**src/rtl/taxi_pkg.sv**
```systemverilog
// Shared definitions for the taxi meter: trip states and BCD digit limits.
// Also used by the fare and display logic.
package taxi_pkg;

    typedef enum logic [1:0] {
        ST_IDLE = 2'd0,
        ST_RUN  = 2'd1,
        ST_WAIT = 2'd2,
        ST_HOLD = 2'd3
    } taxi_state_e;

    localparam int                     BCD_DIGIT_W   = 4;
    localparam logic [BCD_DIGIT_W-1:0] BCD_MAX_DIGIT = 4'd9;

endpackage

```
**src/rtl/bcd2_sat_cnt.sv**
```systemverilog
// Two-digit BCD up-counter {tens,ones} that sticks at 99.
// Clear takes priority over increment.
module bcd2_sat_cnt
    import taxi_pkg::*;
(
    input  logic                     clk,
    input  logic                     reset,
    input  logic                     clr_i,
    input  logic                     inc_i,
    output logic [2*BCD_DIGIT_W-1:0] cnt_o
);

    logic [BCD_DIGIT_W-1:0] tens_q, tens_d;
    logic [BCD_DIGIT_W-1:0] ones_q, ones_d;

    always_comb begin
        tens_d = tens_q;
        ones_d = ones_q;
        if (clr_i) begin
            tens_d = '0;
            ones_d = '0;
        end else if (inc_i && !(tens_q == BCD_MAX_DIGIT && ones_q == BCD_MAX_DIGIT)) begin
            if (ones_q == BCD_MAX_DIGIT) begin
                ones_d = '0;
                tens_d = tens_q + 1'b1;
            end else begin
                ones_d = ones_q + 1'b1;
            end
        end
    end

    always_ff @(posedge clk) begin
        if (!reset) begin
            tens_q <= '0;
            ones_q <= '0;
        end else begin
            tens_q <= tens_d;
            ones_q <= ones_d;
        end
    end

    assign cnt_o = {tens_q, ones_q};

endmodule

```
**src/rtl/taxi_trip_ctrl.sv**
```systemverilog
// Trip sequencer: turns key edges and the wheel sensor into distance-counter
// step/clear strobes, and tracks waiting minutes while the cab stands still.
module taxi_trip_ctrl
    import taxi_pkg::*;
#(
    parameter int PULSES_PER_UNIT = 4,
    parameter int IDLE_TIMEOUT    = 5000,
    parameter int TICKS_PER_MIN   = 60000
) (
    input  logic       clk,
    input  logic       reset,
    input  logic       key_start,
    input  logic       key_stop,
    input  logic       key_clear,
    input  logic       wheel_in,
    output logic       dist_step,
    output logic       dist_clr_n,
    output logic [7:0] wait_min,
    output logic [1:0] state,
    output logic       meter_on
);

    localparam int PULSE_W = (PULSES_PER_UNIT > 1) ? $clog2(PULSES_PER_UNIT) : 1;
    localparam int TO_W    = $clog2(IDLE_TIMEOUT);
    localparam int TICK_W  = $clog2(TICKS_PER_MIN);

    localparam logic [PULSE_W-1:0] PULSE_LAST = PULSE_W'(PULSES_PER_UNIT - 1);
    localparam logic [TO_W-1:0]    TO_LAST    = TO_W'(IDLE_TIMEOUT - 1);
    localparam logic [TICK_W-1:0]  TICK_LAST  = TICK_W'(TICKS_PER_MIN - 1);

    taxi_state_e         state_q, state_d;
    logic [2:0]          wheelSync_q;
    logic                wheelEdge_q;
    logic                keyStart_q, keyStop_q, keyClear_q;
    logic [PULSE_W-1:0]  pulse_q, pulse_d;
    logic [TO_W-1:0]     timeout_q, timeout_d;
    logic [TICK_W-1:0]   tick_q, tick_d;
    logic                distStep_q, distStep_d;
    logic                distClrN_q, meterOn_q;
    logic                startEdge, stopEdge, clearEdge;
    logic                countEdge, minClr, minInc;

    assign startEdge = key_start & ~keyStart_q;
    assign stopEdge  = key_stop  & ~keyStop_q;
    assign clearEdge = key_clear & ~keyClear_q;

    always_comb begin
        state_d    = state_q;
        pulse_d    = pulse_q;
        timeout_d  = timeout_q;
        tick_d     = tick_q;
        distStep_d = 1'b0;
        countEdge  = 1'b0;
        minClr     = 1'b0;
        minInc     = 1'b0;
        case (state_q)
            ST_IDLE: begin
                if (startEdge) begin
                    state_d   = ST_RUN;
                    pulse_d   = '0;
                    timeout_d = '0;
                    tick_d    = '0;
                    minClr    = 1'b1;
                end
            end
            ST_RUN: begin
                if (stopEdge) begin
                    state_d = ST_HOLD;
                end else begin
                    countEdge = wheelEdge_q;
                    if (wheelEdge_q) begin
                        timeout_d = '0;
                    end else if (timeout_q == TO_LAST) begin
                        state_d   = ST_WAIT;
                        timeout_d = '0;
                    end else begin
                        timeout_d = timeout_q + 1'b1;
                    end
                end
            end
            ST_WAIT: begin
                if (stopEdge) begin
                    state_d = ST_HOLD;
                    tick_d  = '0;
                end else if (wheelEdge_q) begin
                    state_d   = ST_RUN;
                    countEdge = 1'b1;
                    tick_d    = '0;
                end else if (tick_q == TICK_LAST) begin
                    tick_d = '0;
                    minInc = 1'b1;
                end else begin
                    tick_d = tick_q + 1'b1;
                end
            end
            ST_HOLD: begin
                if (clearEdge) state_d = ST_IDLE;
            end
            default: state_d = ST_IDLE;
        endcase

        // A partial unit survives RUN<->WAIT; only the wrap produces a step.
        if (countEdge) begin
            if (pulse_q == PULSE_LAST) begin
                pulse_d    = '0;
                distStep_d = 1'b1;
            end else begin
                pulse_d = pulse_q + 1'b1;
            end
        end
    end

    // Key history resets high so a key held through reset does not look like a press.
    always_ff @(posedge clk) begin
        if (!reset) begin
            state_q     <= ST_IDLE;
            wheelSync_q <= '0;
            wheelEdge_q <= 1'b0;
            keyStart_q  <= 1'b1;
            keyStop_q   <= 1'b1;
            keyClear_q  <= 1'b1;
            pulse_q     <= '0;
            timeout_q   <= '0;
            tick_q      <= '0;
            distStep_q  <= 1'b0;
            distClrN_q  <= 1'b0;
            meterOn_q   <= 1'b0;
        end else begin
            state_q     <= state_d;
            wheelSync_q <= {wheelSync_q[1:0], wheel_in};
            wheelEdge_q <= wheelSync_q[1] & ~wheelSync_q[2];
            keyStart_q  <= key_start;
            keyStop_q   <= key_stop;
            keyClear_q  <= key_clear;
            pulse_q     <= pulse_d;
            timeout_q   <= timeout_d;
            tick_q      <= tick_d;
            distStep_q  <= distStep_d;
            distClrN_q  <= (state_d != ST_IDLE);
            meterOn_q   <= (state_d != ST_IDLE);
        end
    end

    bcd2_sat_cnt u_waitMin (
        .clk   (clk),
        .reset (reset),
        .clr_i (minClr),
        .inc_i (minInc),
        .cnt_o (wait_min)
    );

    assign dist_step  = distStep_q;
    assign dist_clr_n = distClrN_q;
    assign state      = state_q;
    assign meter_on   = meterOn_q;

endmodule

```
**config.mk**
```make
export PLATFORM = sky130hd
export DESIGN_NAME = taxi_trip_ctrl
export DESIGN_NICKNAME = d
export VERILOG_FILES = /design/src/rtl/taxi_pkg.sv /design/src/rtl/bcd2_sat_cnt.sv /design/src/rtl/taxi_trip_ctrl.sv
export SDC_FILE = /design/constraint.sdc
export NUM_CORES = 1
export LEC_CHECK = 0
export BUFFER_PORTS_ARGS = -buffer_cell sky130_fd_sc_hd__clkbuf_2
export CORE_ASPECT_RATIO = 1.2
export CORE_MARGIN = 5
export CORE_UTILIZATION = 25
export CTS_BUF_LIST = sky130_fd_sc_hd__clkbuf_8 sky130_fd_sc_hd__clkbuf_16
export DETAILED_ROUTE_END_ITERATION = 10
export GPL_TIMING_DRIVEN = 1
export PLACE_DENSITY = 0.39
export SLEW_MARGIN = 20
export SYNTH_ARGS = -nofsm -noshare
export SYNTH_HDL_FRONTEND = slang
export SYNTH_SLANG_ARGS = --single-unit
```
**constraint.sdc**
```tcl
create_clock -name clk -period 2.5 [get_ports clk]
set_input_delay 0.125 -clock clk [delete_from_list [all_inputs] [get_ports clk]]
set_output_delay 0.125 -clock clk [all_outputs]
set_load 0.01 [all_outputs]
```
### Yosys cells after proc, flatten, opt, wreduce, memory -nomap -nowiden

Cells that the tools add are included.
Widths: inputs -> output; s select.

* register bits: 50

* $add $sub $neg: 5
* equal/unequal tests: 10
* multiplexer cells: 34
* bitwise operators: 9
* reduce and logical (&&, ||, !) cells: 15

Operators by type and width (number)
* $mux 16: 4
* $mux 13: 4
* $pmux 16 s2: 1
* $pmux 13 s2: 1
* $mux 2: 11
* $add 16x1->16 const B: 1
* $eq 16x16->1 const B: 1
* $add 13x1->13 const B: 1
* $eq 13x13->1 const B: 1
* $mux 1: 10
* $reduce_bool 2->1: 5
* $add 4x1->4 const B: 2
* $eq 4x4->1 const B: 2
* $pmux 2 s4: 1
* $reduce_and 2->1: 4
* $eq 2x2->1 const B: 3
* $not 1->1: 5
* $and 1x1->1: 4
* $mux 4: 1
* $ne 2x2->1 const B: 2
* $reduce_and 3->1: 1
* $add 2x1->2 const B: 1
* $eq 2x1->1 const B: 1
* $logic_and 1x1->1: 2
* 4 further kinds: 4

### Longest topological paths before layout

Gate-level depths: netlist (run 1).

* depth in word-level cells: 7
* mapped depth: 8

### By module

Synthesis (run 1) repeated with hierarchy kept, for this count alone.

* cell total of the unflattened synthesis: 295
* area, all modules: 2617.5 µm²

By module, submodules not included
* taxi_trip_ctrl: times used 1, cells each 249, area each 2192.1 µm²
* bcd2_sat_cnt: times used 1, cells each 46, area each 425.4 µm²

### Worst setup path after synthesis (run 1)

No wires, ideal clock.

* path type: reg2reg
* start point: register state_q[0] (netlist: state[0])
* end point: register timeout_q[9]
* data arrival time: 1.805 ns
* data required time: 2.430 ns
* setup slack: 0.626 ns
* cell stages (with the launch flop): 9
* buffers on the path: 1
* cell sequence: dfxtp_1 inv_1 ha_1 inv_1 o211a_1 buf_2 nand3_2 or3_1 a21oi_1

* cells in the longest elaborated chain, start to end: 3

RTL lines
* from (decl): line taxi_trip_ctrl.sv:31 `taxi_state_e state_q, state_d;`
* from (signal assigned): line taxi_trip_ctrl.sv:129 `state_q <= state_d;`
* $eq 2x1->1 or $logic_not 2->1 (tied branches): line taxi_trip_ctrl.sv:56 `case (state_q)`
* $ne 2x2->1 (no line) or $reduce_bool 2->1 (tied branches)
* $reduce_and 3->1 (no line)
* to (signal assigned): line taxi_trip_ctrl.sv:136 `timeout_q <= timeout_d;`
* to (decl): line taxi_trip_ctrl.sv:36 `logic [TO_W-1:0] timeout_q, timeout_d;`

Parallel ways exist; a longest one is shown, timed or not.
A chain may end at the register's enable or synchronous reset.

### Final worst setup path (run 1)

* start point: register state_q[1] (netlist: state[1])
* end point: register timeout_q[9]

The elaborated chain is that of the path after synthesis.

==> run_results.csv, run 1 <==
group,metric,value,unit
synth,async_reset_ff_share,0,%
global_route,grt_usage,10.7,%
power_and_ir_drop,peakVddDrop,0.223,mV
synth,synth_edf_count,0,
timing,min_period,2.10,ns
synth,ys_ff_latch,50,
critical_path,end_kind,"flip-flop",
timing,setup_viol,0,
finish,drive_above_1_share,17.6,%
run_status,status,"complete, no violations",
finish,area_delta_synth_final,14.4,%
finish,diodes,0,
critical_path,crit_arrival,2.33,ns
critical_path,start_kind,"flip-flop",
critical_path,path_buf_inv,2,
detailed_routing,drt_pass1_iterations,4,
synth,yosysMostFrequentCell,"dfxtp_1",
global_route,grt_pass1_wl,11.3,mm
placement,pre_cts_ws,0.426,ns
cts,numCtsBuffers,5,
global_route,grt_max_degree,15,
synth,synthFlopType,"dfxtp_1",
global_route,grt_overflow_total,0,
detailed_routing,viasPerCell,5.01,
critical_path,cp_top_family,"compound AO/OA/AOI/OAI gates",
finish,layout.nets,343,
timing,skew,0.00921,ns
power_and_ir_drop,pwr_density_cell,541,nW/µm²
cts,clkTransAtPathRegs,0.07,ns
detailed_routing,drc,0,
critical_path,cpMostUsedCell,"inv_1",
power_and_ir_drop,leakagePower,1.08,nW
critical_path,max_stage_delay,0.42,ns
cts,cts_setup_buffers,0,
die,boundaryPins,19,
timing,timing.final.crit_share,84.2,%
detailed_routing,ant_nets,0,
synth,synth_cells,309,
timing,fmax,475,MHz
cts,root_buffer,"clkbuf_16",
critical_path,crit_chain,"inv_1 -> ha_1 -> inv_1 -> o211a_1 -> nand3_2 -> or3_1 -> a21oi_1",
die,rows,41,
flow_run,drv_cap,0,
critical_path,crit_required,2.72,ns
die,die_area,13000,µm²
timing,rsz0062_at_grt,"no",
hold_path,min_path_type,"in -> reg",
timing,hold_violations,0,
timing,slew_headroom,68.7,%
placement,io_buffers,18,
global_route,antenna_found_initial,0,
timing,final_max_slew_viol_count,0,
cts,clkSinkCount,50,
synth,synth_cell_types,69,
timing,final.setup.tns,0,ns
cts,cts-resized-gates,0,
synth,synth_top_cell_by_area,"dfxtp_1",
detailed_routing,wirelength,6.67,mm
cts,cts_buffer_depth,2,
global_route,grt_pass1_vias,2197,
die,coreArea,10500,µm²
synth,synth_nets,324,
timing,setup_ws,0.395,ns
synth,yosys-top-cells-count,"dfxtp_1 (50), nand2_1 (27), nor2_1 (24)",
placement,gp_congestion,0.795,
synth,yosys_warnings,0,
synth,yosys.area.top_type_share,37.2,%
die,fp.dieH,124,µm
cts,cts_tree,"done",
critical_path,critPathKind,"reg -> reg",
synth,syn_avg_cell_area,8.72,µm²
critical_path,slowest_stage,"dfxtp_1",
synth,yosys-top-cells-area,"dfxtp_1 (37%), ha_1 (4.2%), nand3_1 (4.1%)",
critical_path,worst-path-max-fanout,8,
placement,dp_hpwl,4.89,mm
cts,insertion_delay,0.29,ns
cts,cts_hold_buffers,0,
detailed_routing,drtIter0Drc,98,
die,initial_core_util,25.6,%
timing,tightest_slew,0.469,ns
detailed_routing,routedWlPerCell,14.6,µm
die,die_w,105,µm
detailed_routing,vias,2294,
synth,yosysSeqAreaShare,37.2,%
synth,synth_area,2690,µm²
cts,cts_max_level,2,
finish,fin_util,29.3,%
==> state kept, by name (all words and copies together) (netlist names) <==
signal and flops:
u_waitMin.ones_q 4, keyStart_q 1, wheelSync_q 3, state 2
timeout_q 13, meter_on 1, keyClear_q 1, u_waitMin.tens_q 4
dist_step 1, tick_q 16, keyStop_q 1, wheelEdge_q 1
pulse_q 2
==> report_power, final <==
group	switching (mW)	internal (mW)
Sequential	0.00630	0.805
Clock	0.301	0.466
Combinational	0.0579	0.0314
Total	0.366	1.30
==> layout by cell type, fill, tap and decap left out, types with 8 or more instances in the layout <==
master    instances
a21oi_1          21
clkbuf_2         18
dfxtp_1          50
ha_1              9
inv_1            13
nand2_1          27
nand3_1          22
nor2_1           24
nor3_1            9
o21ai_0           9
xnor2_1           8
==> cell families (layout without fill, tap and decap cells) <==
group                      count (synthesis)  count (layout)  synth area share, %
DFF                                       50              50                 37.2
buffers and inverters                     21              41                 3.62
and+or+nand+nor                          156             156                 35.3
AOI/OAI and AO/OA                         59              59                 15.1
adders and majority gates                  9               9                 4.18
xor gates and xnor gates                  12              12                 3.90
muxes                                      2               2                0.790
==> worst paths after layout <==
kind	start	to	slack (ns)	depth (start not counted)
worst min-delay path	key_clear	keyClear_q	0.04	2
worst min register to register	wheelSync_q[2]	wheelEdge_q	0.39	1
worst max-delay path	state[1]	timeout_q[9]	0.40	7
worst max register to register	state[1]	timeout_q[9]	0.40	7
==> metal layers <==
layer	routed length [µm]	global-route usage [%]	up-vias
met3	146	2.02	7
met4	92	3.84	0
met5	0	0	-
met2	3300	18.3	22
li1	-	-	1161
met1	3140	13.4	1104
==> cell type report <==
class | instances | area (µm²)
well taps | 129 | 161
multi-input cells | 238 | 1600
clock inverters | 3 | 37.5
fillers | 1129 | 7430
inverters | 11 | 41.3
clock buffers | 5 | 125
flip-flops and latches | 50 | 1000
repair buffers | 22 | 120
==> per-stage QoR <==
| step | hold slack (ns) | cells | power [mW] | instance area [µm²] |
|---|---|---|---|---|
| after floorplan | 0.226 | 309 | 0.892 | 2690 |
| after global placement | 0.330 | 450 | 0.922 | 2920 |
| after detailed placement | 0.337 | 450 | 0.922 | 2920 |
| after CTS | 0.0357 | 458 | 1.70 | 3080 |
| after global routing | 0.0471 | 458 | 1.75 | 3080 |
| final | 0.0396 | 458 | 1.67 | 3080 |
Power figures use the tool's default switching activity.
==> inputs of run 2 (changes only) <==
--- a/config.mk
+++ b/config.mk
@@ -12,7 +12,7 @@
 export CTS_BUF_LIST = sky130_fd_sc_hd__clkbuf_8 sky130_fd_sc_hd__clkbuf_16
 export DETAILED_ROUTE_END_ITERATION = 10
 export GPL_TIMING_DRIVEN = 1
-export PLACE_DENSITY = 0.39
+export PLACE_DENSITY = 0.4
 export SLEW_MARGIN = 20
 export SYNTH_ARGS = -nofsm -noshare
 export SYNTH_HDL_FRONTEND = slang
==> constraint.sdc (replaced) <==
create_clock -name clk -period 1.8 [get_ports clk]
set_input_delay 0.09 -clock clk [delete_from_list [all_inputs] [get_ports clk]]
set_output_delay 0.09 -clock clk [all_outputs]
set_load 0.01 [all_outputs]
==> run 2 against run 1 <==
  * Design area up 16%
  * First-iteration DRC count decreased by 28%
  * Routed wire length up 4.1%
  * Total power increased by 36%
  * Flip-flop and latch count unchanged
  * Maximum frequency rose by 21%
  * Largest cell class unchanged
==> run_results.csv, run 2 (synthesized netlist as in run 1, its figures left out) <==
group,metric,value,unit
timing,fmax,574,MHz
finish,drive_above_1_share,34.3,%
die,initial_core_util,25.6,%
finish,multi_input_area,1700,µm²
timing,setup_viol,0,
finish,fillers,1081,
global_route,grt_usage,11.4,%
finish,final_cell_mix,"buf_4 (56), dfxtp_1 (44), nand2_1 (27)",
critical_path,crit_chain,"inv_1 -> ha_1 -> and3b_2 -> or4b_4 -> nor3_2 -> xnor2_1 -> nor2_1",
finish,diodes,0,
hold_path,holdPathStages,2,
detailed_routing,viasPerCell,4.80,
cts,clkTransAtPathRegs,0.07,ns
global_route,grt_overflow_total,0,
power_and_ir_drop,peakVddDrop,0.302,mV
hold_path,worst_hold_startpoint,"wheel_in",
detailed_routing,vias,2454,
critical_path,end_kind,"flip-flop",
die,die_w,105,µm
placement,io_buffers,18,
critical_path,reg2reg_depth,7,
placement,gp_congestion,0.803,
critical_path,r2r_end,"u_waitMin.tens_q[3]",
finish,register_area,1010,µm²
cts,root_buffer,"clkbuf_16",
timing,final_max_slew_viol_count,0,
power_and_ir_drop,pwr_density_cell,633,nW/µm²
critical_path,reg2reg_from,"u_waitMin.tens_q[1]",
detailed_routing,wirelength,6.95,mm
flow_run,drv_cap,0,
timing,setup_ws,0.0579,ns
cts,numCtsBuffers,5,
critical_path,start_kind,"flip-flop",
cts,insertion_delay,0.29,ns
detailed_routing,routedWlPerCell,13.6,µm
detailed_routing,drtIter0Drc,71,
detailed_routing,drt_pass1_iterations,4,
finish,top_regs,"tick_q: 16 flops, timeout_q: 13 flops",
cts,cts_buffer_depth,2,
placement,dp_hpwl,5.31,mm
critical_path,worst-path-max-fanout,3,
global_route,grt_max_degree,15,
finish,final_common_cell,"buf_4",
timing,min_period,1.74,ns
critical_path,rrSetupSlack,0.06,ns
detailed_routing,ant_nets,0,
timing,hold_ws,0.0121,ns
timing,timing.final.crit_share,96.8,%
power_and_ir_drop,leakagePower,1.34,nW
timing,slew_headroom,70.5,%
die,die_area,13000,µm²
critical_path,max_stage_delay,0.52,ns
power_and_ir_drop,pwr-share-comb,7.7,%
detailed_routing,drc,0,
finish,final_cell_count_no_fill,511,
placement,pre_cts_ws,-0.0553,ns
critical_path,critPathKind,"reg -> reg",
power_and_ir_drop,p_int,1.74,mW
hold_path,whs_endpoint,"wheelSync_q[0]",
timing,tightest_slew,0.442,ns
placement,dp.cells,497,
finish,area_delta_synth_final,33.0,%
timing,hold_violations,0,
cts,cts_tree,"done",
hold_path,min_path_type,"in -> reg",
critical_path,slowest_stage,"or4b_4",
global_route,grt_pass1_wl,12.0,mm
die,coreArea,10500,µm²
timing,skew,0.00544,ns
power_and_ir_drop,pwr-share-seq,49.6,%
global_route,antenna_found_initial,0,
die,boundaryPins,19,
power_and_ir_drop,finalPower,2.27,mW
cts,cts_max_level,2,
timing,rsz0062_at_grt,"no",
global_route,grt_pass1_vias,2507,
finish,layout.nets,396,
power_and_ir_drop,p_clk_share,42.6,%
critical_path,crit_required,1.97,ns
die,fp.dieH,124,µm
power_and_ir_drop,netSwitchingFraction,23.0,%
run_status,status,"complete, no violations",
finish,largest_reg_flops,16,
cts,clkSinkCount,50,
critical_path,crit_arrival,1.91,ns
power_and_ir_drop,p_switching,522,µW
die,rows,41,
finish,top_register,"tick_q",
run 2: area by class of cell:
type	instances	share of cell area (%)
multi-input combinational	238	47.4
sequential	50	28.2
timing repair buffer	75	14.5
tap	129	4.51
clock buffer	6	3.88
inverter	11	1.22
clock inverter	2	0.244
run 2: per-stage QoR:
step,TNS [ns],area (µm²),utilization (%)
2_1_floorplan,0,2710,-
4_1_cts,0,3480,33.1
3_3_place_gp,-0.0957,3290,31.3
5_1_grt,0,3580,34.1
6_report,0,3580,34.1
3_5_place_dp,-0.217,3290,31.3
run 2: how the worst max path moves through the flow:
| stage | startpoint | end | slack [ns] | depth (start not counted) |
|---|---|---|---|---|
| 6_report | u_waitMin.tens_q[1] | u_waitMin.tens_q[3] | 0.06 | 7 |
| 5_1_grt | u_waitMin.tens_q[1] | u_waitMin.tens_q[1] | 0.004 | 7 |
| 4_1_cts | u_waitMin.tens_q[1] | u_waitMin.tens_q[3] | 0.02 | 7 |
| 3_5_place_dp | state[1] | tick_q[13] | -0.06 | 7 |
| 3_3_place_gp | state[1] | meter_on | -0.04 | 8 |
| 2_1_floorplan | state[1] | timeout_q[7] | 0.008 | 8 |
run 2: repair_timing:
action / CTS / global route
setup endpoints to repair: 11 / 21
pin swaps: 1 / 9
endpoints found under the hold margin: 1 / 0
setup buffers: 1 / 4
resized for setup: 7 / 18
hold buffers: 1 / 0
run 2: critical path: cells and delay by family (launching register included):
family	cells	cell delay (ns)
AND/OR/NAND/NOR	4	0.96
flip-flops	1	0.33
adder cells (fa/ha/maj)	1	0.16
XOR/XNOR	1	0.13
buffers and inverters	1	0.04
run 2: routing by layer:
metal  vias to the layer above  part of all wire, %  GRT usage (%)  wire (µm)
met5                         -                    0              0          0
met2                        25                   51           21.0       3570
met4                         0                  1.4           4.00         98
met1                      1155                   44           13.0       3090
met3                         5                  2.8           2.44        194
li1                       1269                    -              -          -
run 2: power by group through the flow:
| stage | combinational, mW | clock, mW | sequential (mW) |
|---|---|---|---|
| floorplan | 0.0902 | 0 | 1.15 |
| global placement | 0.157 | 0 | 1.15 |
| detailed placement | 0.155 | 0 | 1.15 |
| CTS | 0.162 | 1.01 | 1.12 |
| global route | 0.191 | 1.05 | 1.13 |
| finish | 0.175 | 0.966 | 1.12 |
==> inputs of run 3 (changes only) <==
--- a/config.mk
+++ b/config.mk
@@ -5,15 +5,16 @@
 export SDC_FILE = /design/constraint.sdc
 export NUM_CORES = 1
 export LEC_CHECK = 0
-export BUFFER_PORTS_ARGS = -buffer_cell sky130_fd_sc_hd__clkbuf_2
 export CORE_ASPECT_RATIO = 1.2
 export CORE_MARGIN = 5
 export CORE_UTILIZATION = 25
 export CTS_BUF_LIST = sky130_fd_sc_hd__clkbuf_8 sky130_fd_sc_hd__clkbuf_16
 export DETAILED_ROUTE_END_ITERATION = 10
+export DONT_BUFFER_PORTS = 1
 export GPL_TIMING_DRIVEN = 1
-export PLACE_DENSITY = 0.4
+export PLACE_DENSITY = 0.39
 export SLEW_MARGIN = 20
 export SYNTH_ARGS = -nofsm -noshare
 export SYNTH_HDL_FRONTEND = slang
+export SYNTH_HIERARCHICAL = 1
 export SYNTH_SLANG_ARGS = --single-unit
==> run 3 against run 2 <==
  * The flow now finishes with violations (setup timing)
  * Die area is 2.6% lower
  * Clock power increased by 5%
  * Clock-buffer cell count unchanged
  * Critical endpoint is now u_waitMin/tens_q[1]
  * Critical path depth fell by 1
  * Combinational power grew to 7.1 times the previous value
  * Flip-flop and latch count unchanged
  * Largest power group is now combinational cells
  * Design area decreased by 2.2%
  * Synthesized area decreased by 2.8%
  * Core utilization fell by 0.24 points
  * Maximum frequency down 7.5%
  * Final cell count shrank 6.7%
  * Total power increased by 54%
==> run_results.csv, run 3 <==
group,metric,value,unit
run_status,status,"finished with violations",
run_status,violations,"setup timing",
power_and_ir_drop,pwr-share-comb,35.7,%
synth,yosysMostFrequentCell,"dfxtp_1",
finish,layout.nets,362,
finish,fin_area,3500,µm²
synth,synthFlopType,"dfxtp_1",
synth,synth_edf_count,0,
cts,clkSinkCount,50,
global_route,grt_pass1_wl,10.8,mm
placement,gp_congestion,0.748,
detailed_routing,routedWlPerCell,14.0,µm
power_and_ir_drop,p_clk_share,29.0,%
timing,slew_headroom,59.7,%
detailed_routing,drt_pass1_iterations,4,
power_and_ir_drop,pwr_density_cell,997,nW/µm²
global_route,grt_overflow_total,0,
power_and_ir_drop,pwr-share-seq,35.3,%
die,die_area,12600,µm²
placement,dp.cells,460,
cts,numCtsBuffers,5,
synth,yosys.area.top_type_share,38.2,%
synth,synth_cell_types,57,
synth,async_reset_ff_share,0,%
synth,synth_nets,310,
die,fp.dieH,122,µm
power_and_ir_drop,netSwitchingFraction,32.9,%
die,coreArea,10400,µm²
finish,top_register,"tick_q",
cts,cts_tree,"done",
critical_path,cp.depth,6,
synth,synth_top_cell_by_area,"dfxtp_1",
timing,timing.final.crit_share,105,%
hold_path,holdPathStages,2,
critical_path,rrSetupSlack,-0.08,ns
global_route,antenna_found_initial,0,
global_route,grt_max_degree,17,
finish,final_common_cell,"dfxtp_1",
hold_path,min_path_type,"in -> reg",
synth,yosysSeqAreaShare,38.2,%
timing,final.setup.tns,-0.395,ns
placement,io_buffers,0,
placement,dpl_cell_area,3120,µm²
timing,rsz0062_at_grt,"yes",
detailed_routing,drtIter0Drc,114,
critical_path,reg2reg_depth,6,
finish,final_cell_count_no_fill,477,
power_and_ir_drop,leakagePower,1.32,nW
cts,cts_buffer_depth,2,
synth,yosys-top-cells-count,"dfxtp_1 (50), nor2_1 (35), nand3_1 (25)",
finish,final_cell_mix,"dfxtp_1 (47), buf_4 (42), nor2_1 (31)",
timing,hold_violations,0,
power_and_ir_drop,p_switching,1.15,mW
finish,top_regs,"tick_q: 16 flops, timeout_q: 13 flops",
critical_path,crit_arrival,2.12,ns
finish,drive_above_1_share,27.6,%
placement,dp_hpwl,4.55,mm
synth,yosys_warnings,6,
finish,largest_reg_flops,16,
timing,skew,0.00758,ns
detailed_routing,vias,2269,
timing,fmax,531,MHz
detailed_routing,drc,0,
critical_path,start_kind,"flip-flop",
detailed_routing,viasPerCell,4.76,
critical_path,crit_required,2.04,ns
critical_path,path_buf_inv,1,
critical_path,worst-path-max-fanout,8,
flow_run,drv_cap,0,
synth,synth_area,2620,µm²
critical_path,slowest_stage,"or4b_4",
die,rows,41,
cts,root_buffer,"clkbuf_16",
synth,syn_avg_cell_area,8.87,µm²
critical_path,cp_top_family,"simple AND/OR/NAND/NOR gates",
global_route,grt_usage,11.1,%
timing,final_max_slew_viol_count,0,
power_and_ir_drop,p_int,2.34,mW
timing,hold_ws,0.0232,ns
critical_path,max_stage_delay,0.58,ns
critical_path,end_kind,"flip-flop",
synth,synth_cells,295,
finish,area_delta_synth_final,33.9,%
critical_path,crit_chain,"or4b_4 -> nor4_4 -> buf_6 -> nand3_4 -> mux2_4 -> nor2_2",
timing,setup_viol,11,
die,boundaryPins,19,
power_and_ir_drop,peakVddDrop,0.357,mV
timing,tightest_slew,0.605,ns
cts,cts_max_level,2,
synth,ys_ff_latch,50,
detailed_routing,ant_nets,0,
die,initial_core_util,25.3,%
die,die_w,103,µm
critical_path,critPathKind,"reg -> reg",
finish,diodes,0,
cts,insertion_delay,0.30,ns
synth,yosys-top-cells-area,"dfxtp_1 (38%), xor2_1 (5.4%), nor2_1 (5.0%)",
timing,min_period,1.88,ns
detailed_routing,wirelength,6.66,mm
cts,clkTransAtPathRegs,0.07,ns
global_route,grt_pass1_vias,2191,
placement,pre_cts_ws,-0.178,ns
timing,setup_ws,-0.0836,ns
-- run 3: cell types whose count changed after synthesis, moves of 6 or more --
cell     delta
nor3_1      -7
or4_1       +7
o21ai_0     -6
nor2_1     +11
a21oi_1    -12
xor2_1     +12
-- run 3: timing repair --
item | CTS | global route
pin swaps | 21 | 16
setup endpoints to repair | 34 | 32
hold buffers | 5 | 0
buffers inserted | 2 | 2
resized for setup | 15 | 15
hold endpoints to repair | 13 | 0
cloned | 1 | 0
-- run 3: worst reg2reg max path, cell delays in order, from the launching register on --
cell,delay (ns)
dfxtp_2,0.32
or4b_4,0.58
nor4_4,0.31
buf_6,0.17
nand3_4,0.08
mux2_4,0.31
nor2_2,0.07
-- run 3: layout make-up --
cell class	instances	area [µm²]
fillers	1081	6860
multi-input cells	229	1670
flip-flops and latches	50	1010
repair buffers	54	475
well taps	129	161
clock buffers	6	139
inverters	7	31.3
clock inverters	2	17.5
-- run 3: power by group through the flow --
stage | clock, mW | sequential, mW | combinational, mW
floorplan | 0 | 1.26 | 0.661
global placement | 0 | 1.25 | 1.08
detailed placement | 0 | 1.25 | 1.06
CTS | 1.07 | 1.23 | 1.22
global route | 1.11 | 1.24 | 1.35
finish | 1.01 | 1.23 | 1.25
-- run 3: routing by layer --
metal	track usage (%)	vias to the layer above	part of all wire, %
li1	-	1169	-
met1	13.6	1059	45
met3	2.63	9	3.9
met5	0	-	0
met4	4.13	0	1.8
met2	18.7	32	49
-- run 3: worst paths after layout --
path,startpoint,endpoint
worst min-delay path,reset,state[0]
worst max-delay path,tick_q[7],u_waitMin/tens_q[1]
worst max register to register,tick_q[7],u_waitMin/tens_q[1]
worst min register to register,wheelSync_q[2],wheelEdge_q
-- run 3: kinds of logic after synthesis --
| kind of cell | count (synthesis) | synth area share, % |
|---|---|---|
| xor gates and xnor gates | 19 | 6.36 |
| muxes | 3 | 1.34 |
| buffers and inverters | 16 | 3.39 |
| AOI/OAI and AO/OA | 41 | 11.8 |
| DFF | 50 | 38.2 |
| adders and majority gates | 9 | 4.30 |
| and+or+nand+nor | 157 | 34.6 |
-- run 3: metrics by stage --
| stage | total power, mW | utilization [%] |
|---|---|---|
| detailed placement | 2.31 | 30.1 |
| global route | 3.70 | 33.8 |
| finish | 3.49 | 33.8 |
| global placement | 2.32 | 30.1 |
| floorplan | 1.92 | - |
| CTS | 3.52 | 33.2 |
